$ cat src/rtl/key_debounce.sv
// Multi-channel key debouncer: 2-flop sync, shared sample tick, per-channel stability counters.
// Optional long-press flag when KEY_DEBOUNCE_HOLD_EN is defined (adds the hold port).
module key_debounce #(
    parameter int N_CH       = 4,
    parameter int TICK_DIV   = 100000,
    parameter int STABLE_CNT = 20,
    parameter int HOLD_TICKS = 1000
) (
    input  logic            clk,
    input  logic            rst,
    input  logic [N_CH-1:0] inp,
    output logic [N_CH-1:0] outp,
    output logic [N_CH-1:0] rise,
    output logic [N_CH-1:0] fall
`ifdef KEY_DEBOUNCE_HOLD_EN
    ,
    output logic [N_CH-1:0] hold
`endif
);

    localparam int TW = $clog2(TICK_DIV);
    localparam int CW = $clog2(STABLE_CNT + 1);
    localparam logic [TW-1:0] TICK_LAST = TW'(TICK_DIV - 1);
    localparam logic [CW-1:0] C_LAST    = CW'(STABLE_CNT - 1);

    logic [TW-1:0]   tick_cnt;
    logic            tick;
    logic [N_CH-1:0] sync_p0;
    logic [N_CH-1:0] sync_p1;
    logic [N_CH-1:0] outp_prev;
    logic [CW-1:0]   stab_cnt [N_CH];

    assign tick = (tick_cnt == TICK_LAST);

    always_ff @(posedge clk) begin
        if (rst || tick) begin
            tick_cnt <= '0;
        end else begin
            tick_cnt <= tick_cnt + TW'(1);
        end
    end

    // Edge pulses are derived from the registered level, so they lag outp by one clk.
    always_ff @(posedge clk) begin
        if (rst) begin
            sync_p0   <= '0;
            sync_p1   <= '0;
            outp      <= '0;
            outp_prev <= '0;
            rise      <= '0;
            fall      <= '0;
            for (int i = 0; i < N_CH; i++) begin
                stab_cnt[i] <= '0;
            end
        end else begin
            sync_p0   <= inp;
            sync_p1   <= sync_p0;
            outp_prev <= outp;
            rise      <= outp & ~outp_prev;
            fall      <= ~outp & outp_prev;
            if (tick) begin
                for (int i = 0; i < N_CH; i++) begin
                    if (sync_p1[i] == outp[i]) begin
                        stab_cnt[i] <= '0;
                    end else if (stab_cnt[i] == C_LAST) begin
                        outp[i]     <= sync_p1[i];
                        stab_cnt[i] <= '0;
                    end else begin
                        stab_cnt[i] <= stab_cnt[i] + CW'(1);
                    end
                end
            end
        end
    end

`ifdef KEY_DEBOUNCE_HOLD_EN
    localparam int HW = $clog2(HOLD_TICKS + 1);
    localparam logic [HW-1:0] HOLD_MAX = HW'(HOLD_TICKS);

    logic [HW-1:0] hold_cnt [N_CH];

    function automatic logic [HW-1:0] sat_inc(input logic [HW-1:0] v);
        return (v == HOLD_MAX) ? v : v + HW'(1);
    endfunction

    always_ff @(posedge clk) begin
        for (int i = 0; i < N_CH; i++) begin
            if (rst || !outp[i]) begin
                hold_cnt[i] <= '0;
            end else if (tick) begin
                hold_cnt[i] <= sat_inc(hold_cnt[i]);
            end
        end
    end

    always_comb begin
        hold = '0;
        for (int i = 0; i < N_CH; i++) begin
            hold[i] = (hold_cnt[i] == HOLD_MAX);
        end
    end
`else
    // Default build carries no long-press tracking.
`endif

endmodule

$ cat config.mk
export PLATFORM = sky130hd
export DESIGN_NAME = key_debounce
export DESIGN_NICKNAME = d
export VERILOG_FILES = /design/src/rtl/key_debounce.sv
export SDC_FILE = /design/constraint.sdc
export NUM_CORES = 1
export LEC_CHECK = 0
export BUFFER_PORTS_ARGS = -buffer_cell sky130_fd_sc_hd__buf_2
export CORE_MARGIN = 3
export CORE_UTILIZATION = 45
export CTS_CLUSTER_DIAMETER = 120
export CTS_CLUSTER_SIZE = 28
export DETAILED_ROUTE_END_ITERATION = 8
export PLACE_DENSITY_LB_ADDON = 0.3
export SLEW_MARGIN = 30
export SYNTH_ARGS = -nofsm -noshare
export SYNTH_HDL_FRONTEND = slang
export SYNTH_SLANG_ARGS = --single-unit
$ cat constraint.sdc
create_clock -name clk -period 4.1 [get_ports clk]
set_input_delay 0.41 -clock clk [delete_from_list [all_inputs] [get_ports clk]]
set_output_delay 0.41 -clock clk [all_outputs]
set_load 0.01 [all_outputs]
==> out/results.tsv, run 1 <==
metric	value	unit
status	complete, no violations	
worst-path fanout max	19	
die width	80.70	µm
clock tree sinks	61	
top area cells in the synthesized netlist	dfxtp_1 33%, edfxtp_1 24%, nor2_1 5.7%, xor2_1 4.9%, xnor2_1 4.5%	
antenna viol nets, final	0	
post-CTS setup buffer count	0	
Peak VDD IR	0.3054	mV
worst-margin pin slew	0.6930	ns
Peak Freq	364.0	MHz
Yosys top cell area share	32.69	%
Yosys warnings	0	
clk buf depth	2	
Final period util	67.01	%
drc violations	0	
I/O pin total	18	
Vias	1609	
Worst path max stage delay	0.63	ns
nature of the critical path endpoint	flop	
synthesized area per cell	10.87	µm²
# nets final	266	
Clock transition at path regs	0.07	ns
distinct cell type count after synthesis	36	
CTS Buf Count	9	
Pre-Repair DR Iteration Count	4	
Rel. slew slack	53.80	%
cell count after synthesis	231	
grt total ovfl	0	
WP data required	4.13	ns
Leak Pwr	1.107	nW
H-tree Lvls	3	
hold crit path type	in2reg	
TritonCTS clock tree	done	
hold buffers post-CTS	0	
vias in the first global route	1533	
# fillers	481	
unrepaired setup endpoints after global routing	no	
setup_tns	0	ns
DP HPWL	2736	µm
WL final	4014	µm
# diodes	0	
1st-iter DRT viols	41	
RD Place Congestion	0.7562	
post-synthesis register bit count	61	
Port Buffers	17	
max_cap viols	0	
number of flops mapped to enable cells by yosys	20	
initial antenna violation count	0	
Final setup viols	0	
row count	26	
DIE AREA	6512	µm²
worst path cell trace	ha_1 > nand4_1 > nor4_4 > or2_1 > buf_4	
Post-Syn Area	2511	µm²
Total Routing Usage GR	14.68	%
final max-slew violation count	0	
asr flop ratio synth	0	%
crit path DAT	2.77	ns
CP max stage cell	or2_1	
largest net degree at the start of global routing	23	
Clock Skews	0.006070	ns
core area	5238	µm²
area grow syn2layout	13.55	%
largest area contributor in the netlist	dfxtp_1	
syn_nets	242	
Power per Cell Area	428.3	nW/µm²
post-layout min period	2.747	ns
Worst setup SP type	flop	
hold slack final	0.2851	ns
PostCTS Resize Cnt	0	
Hold Fails Final Rpt	0	
Seq/Total Area, Yosys	56.60	%
routed len/inst	12.16	µm
vias per cell	4.876	
Initial Util	47.95	%
Chip Height	80.70	µm
fraction of layout cells with a size suffix above 1	15.77	%
Crit Path Class	reg2reg	
clk_lat worst skew	0.33	ns
first-pass GRT wire length	7072	µm
Root Driver	clkbuf_8	
Top FF cell, synth	dfxtp_1	
## report_power, final
part	internal [mW]	total, mW	switching (mW)	leakage, nW
Combinational	0.0139	0.0323	0.0184	0.461
Sequential	0.636	0.646	0.0103	0.538
Clock	0.317	0.543	0.225	0.108
## worst max-delay path, delay by kind of cell, from the launching register on
family                   cells  cell delay (ns)
AND/OR/NAND/NOR              3             1.44
adder cells (fa/ha/maj)      1             0.24
buffers and inverters        1             0.36
flip-flops                   1             0.39
## logic make-up (layout without fill, tap and decap cells)
logic type | count (synthesis) | in the layout | synth area share (%)
AND/OR/NAND/NOR | 112 | 112 | 24.51
adder cells (fa/ha/maj) | 5 | 5 | 2.491
buffers and inverters | 13 | 42 | 3.189
AO/OA/AOI/OAI | 10 | 10 | 2.441
multiplexers | 3 | 3 | 1.345
XOR/XNOR | 27 | 27 | 9.417
flip-flops | 61 | 61 | 56.60
## registers in the layout (all words and copies together) (netlist names)
register   cells
tick_cnt      17
sync_p1        4
rise           4
outp_prev      4
sync_p0        4
outp           4
fall           4
stab_cnt      20
## cells in the mapped netlist (2+ instances only)
cell type,number
nor4bb_1,4
edfxtp_1,20
buf_6,2
nand2_1,7
dfxtp_1,41
nor3_1,2
xor2_1,14
nor2_1,38
o31ai_1,2
or4_1,2
o21ai_0,2
nand4_1,5
mux2_2,2
nor2b_1,17
or2_2,2
a21oi_1,5
and3_1,2
inv_1,8
xnor2_1,13
nor3b_1,4
ha_1,5
nand3_1,20
## metrics by stage
step                worst slack, ns  cell area (µm²)  instances  utilization [%]  power (mW)
floorplan                     2.054             2511        231                -      0.6852
global placement              1.350             2641        314            50.43      0.6914
detailed placement            1.307             2641        314            50.43      0.6924
CTS                           1.289             2851        330            54.44       1.243
global route                  1.146             2851        330            54.44       1.284
finish                        1.353             2851        330            54.44       1.221
## area by class of cell
| class | count | area [µm²] | share of cell area, % |
|---|---|---|---|
| multi-input combinational | 157 | 1010 | 35.41 |
| inverter | 8 | 30.03 | 1.053 |
| clock buffer | 11 | 152.6 | 5.353 |
| clock inverter | 5 | 57.56 | 2.018 |
| sequential | 61 | 1421 | 49.85 |
| tap | 70 | 87.58 | 3.072 |
| timing repair buffer | 18 | 92.59 | 3.247 |
## per-layer routing
| metal | track usage [%] | up-vias | routed length [µm] |
|---|---|---|---|
| met2 | 22.60 | 22 | 1848 |
| met1 | 17.64 | 731 | 1944 |
| li1 | - | 850 | - |
| met5 | 0 | - | 0 |
| met4 | 6.757 | 0 | 76 |
| met3 | 6.502 | 6 | 144 |
## path summary, 6_finish.rpt
kind	start	end	slack [ns]	cells after the start
worst max register to register	tick_cnt[0]$_SDFF_PP0_	stab_cnt[0][3]$_SDFFCE_PN0P_	1.35	5
worst min register to register	outp_prev[2]$_SDFF_PP0_	rise[2]$_SDFF_PP0_	0.41	1
worst min-delay path	inp[1]	sync_p0[1]$_SDFF_PP0_	0.29	2
worst max-delay path	tick_cnt[0]$_SDFF_PP0_	stab_cnt[0][3]$_SDFFCE_PN0P_	1.35	5
## cell usage in the layout, fill, tap and decap left out, drive strengths merged, types with 7 or more instances in the layout
cell type and count:
dfxtp 41, nor2 38, nand3 20, edfxtp 20
buf 18, nor2b 17, xor2 14, xnor2 13
clkbuf 11, inv 8, nand2 7
(Power assumes the default switching activity.)
==> inputs of run 2 (changes only) <==
clock period = 2.7 ns   (was 4.1 ns; I/O delays follow)
==> run 2 against run 1 <==
Net effect: global-route usage up 0.44 points; register-to-register slack worse by 0.69 ns; total power up 48%; worst setup slack worse by 0.69 ns; clock skew up 0.0027 ns; critical path depth down 1; combinational power up 65%; core utilization up 0.17 points; largest power group unchanged; highest routed layer unchanged.
==> out/results.tsv, run 2 (same netlist as run 1, synthesis figures left out) <==
metric	value	unit	change
WL final	4198	µm	+4.6%
Port Buffers	17		unchanged
WP data required	2.74	ns	-1.39 ns
Reg2Reg Setup Slack	0.67	ns	-0.69 ns
crit path DAT	2.07	ns	-0.70 ns
Reg with most FFs	stab_cnt		
I/O pin total	18		unchanged
# fillers	469		-2.5%
Seq pwr share	54.4	%	+1.5 points
first-pass GRT wire length	7265	µm	+2.7%
Peak Freq	491.9	MHz	+35%
Initial Util	47.95	%	unchanged
vias in the first global route	1624		+5.9%
area grow syn2layout	13.90	%	
routed len/inst	12.61	µm	+3.6%
initial antenna violation count	0		unchanged
worst-path fanout max	24		+5
Clock transition at path regs	0.06	ns	about the same
Peak VDD IR	0.3646	mV	+19%
1st-iter DRT viols	63		+54%
Leak Pwr	1.113	nW	+0.56%
core area	5238	µm²	unchanged
P_int	1.416	mW	+46%
fraction of layout cells with a size suffix above 1	15.97	%	+0.20 points
Chip Height	80.70	µm	unchanged
PostCTS Resize Cnt	0		unchanged
final max-slew violation count	0		unchanged
clock share of power	42.6	%	-1.8 points
antenna viol nets, final	0		unchanged
Pre-Repair DR Iteration Count	4		unchanged
worst-margin pin slew	0.4736	ns	-0.2194 ns
clk buf depth	2		unchanged
RD Place Congestion	0.7000		-7.4%
max reg flops	20		unchanged
DIE AREA	6512	µm²	unchanged
drc violations	0		unchanged
Power per Cell Area	630.4	nW/µm²	+47%
clk_lat worst skew	0.33	ns	about the same
Rel. slew slack	67.99	%	+14 points
design area	2860	µm²	+0.31%
# diodes	0		unchanged
post-layout min period	2.033	ns	-0.7143 ns
vias per cell	4.940		+1.3%
max_cap viols	0		unchanged
grt total ovfl	0		unchanged
Root Driver	clkbuf_8		
Final setup viols	0		unchanged
nature of the critical path endpoint	flop		
Final period util	75.30	%	+8.3 points
# nets final	269		+1.1%
setup slack after layout	0.6670	ns	-0.6857 ns
hold crit path type	in2reg		
Clock Skews	0.008779	ns	+0.002709 ns
CTS Buf Count	9		unchanged
largest registers	stab_cnt: 20 flops, tick_cnt: 17 flops		
Hold Fails Final Rpt	0		unchanged
Placed Cells	317		+0.96%
Worst setup SP type	flop		
unrepaired setup endpoints after global routing	no		
H-tree Lvls	3		unchanged
most frequent cells in the layout	41 x dfxtp_1, 38 x nor2_1, 20 x nand3_1, 20 x edfxtp_1		
status	complete, no violations		
Psw	387.7	µW	+53%
Vias	1645		+2.2%
dpl cell area	2676	µm²	+1.3%
setup_tns	0	ns	unchanged
combinational share of power	2.9	%	+0.3 points
clock tree sinks	61		unchanged
hold buffers post-CTS	0		unchanged
largest net degree at the start of global routing	25		+8.7%
TritonCTS clock tree	done		
die width	80.70	µm	unchanged
post-CTS setup buffer count	0		unchanged
commonest non-fill, non-tap cell in the layout	dfxtp_1		
row count	26		unchanged
Total Routing Usage GR	15.12	%	+0.44 points
DP HPWL	2839	µm	+3.8%
Place WS	0.6607	ns	-0.6465 ns
switching share of power	21.50	%	+0.71 points
Crit Path Class	reg2reg		
Final Non-Filler Cells	333		+0.91%
run 2: power groups by stage:
stage	combinational, mW	sequential (mW)	clock [mW]
2_1_floorplan	0.0427	0.998	0
3_3_place_gp	0.0526	1.00	0
3_5_place_dp	0.0538	1.00	0
4_1_cts	0.0542	0.981	0.795
5_1_grt	0.0614	0.984	0.842
6_report	0.0532	0.981	0.769
run 2: cell type report:
| class | count | area (µm²) | share of cell area [%] |
|---|---|---|---|
| Multi-Input combinational cell | 157 | 1010 | 35.30 |
| Sequential cell | 61 | 1421 | 49.69 |
| Tap cell | 70 | 87.58 | 3.062 |
| Clock buffer | 12 | 135.1 | 4.724 |
| Clock inverter | 4 | 48.80 | 1.706 |
| Inverter | 8 | 30.03 | 1.050 |
| Timing Repair Buffer | 21 | 127.6 | 4.462 |
run 2: path summary, 6_finish.rpt:
path,startpoint,end,depth (start not counted)
hold / removal,inp[3],sync_p0[3]$_SDFF_PP0_,2
setup / recovery,tick_cnt[13]$_SDFF_PP0_,stab_cnt[1][0]$_SDFFCE_PN0P_,4
setup reg to reg,tick_cnt[13]$_SDFF_PP0_,stab_cnt[1][0]$_SDFFCE_PN0P_,4
hold reg to reg,outp_prev[0]$_SDFF_PP0_,rise[0]$_SDFF_PP0_,1
run 2: stage by stage:
stage / power (mW) / utilization, % / hold WS, ns
floorplan: 1.040 / - / 0.3573
global placement: 1.053 / 51.10 / 0.3936
detailed placement: 1.055 / 51.10 / 0.4045
CTS: 1.830 / 54.61 / 0.1233
global route: 1.887 / 54.61 / 0.1365
finish: 1.803 / 54.61 / 0.1440
run 2: worst max-delay path, cell delays in order, from the launching register on:
cell	delay [ns]
dfxtp_1	0.35
or4b_4	0.56
nor4_4	0.27
or2_1	0.35
buf_12	0.22
run 2: per-layer routing:
layer  GRT usage (%)  wire length [µm]  up-vias
met4           7.601                79        0
met3           6.390               180        9
met2           24.34              1958       24
met1           17.20              1979      764
met5               0                 0        -
li1                -                 -      848
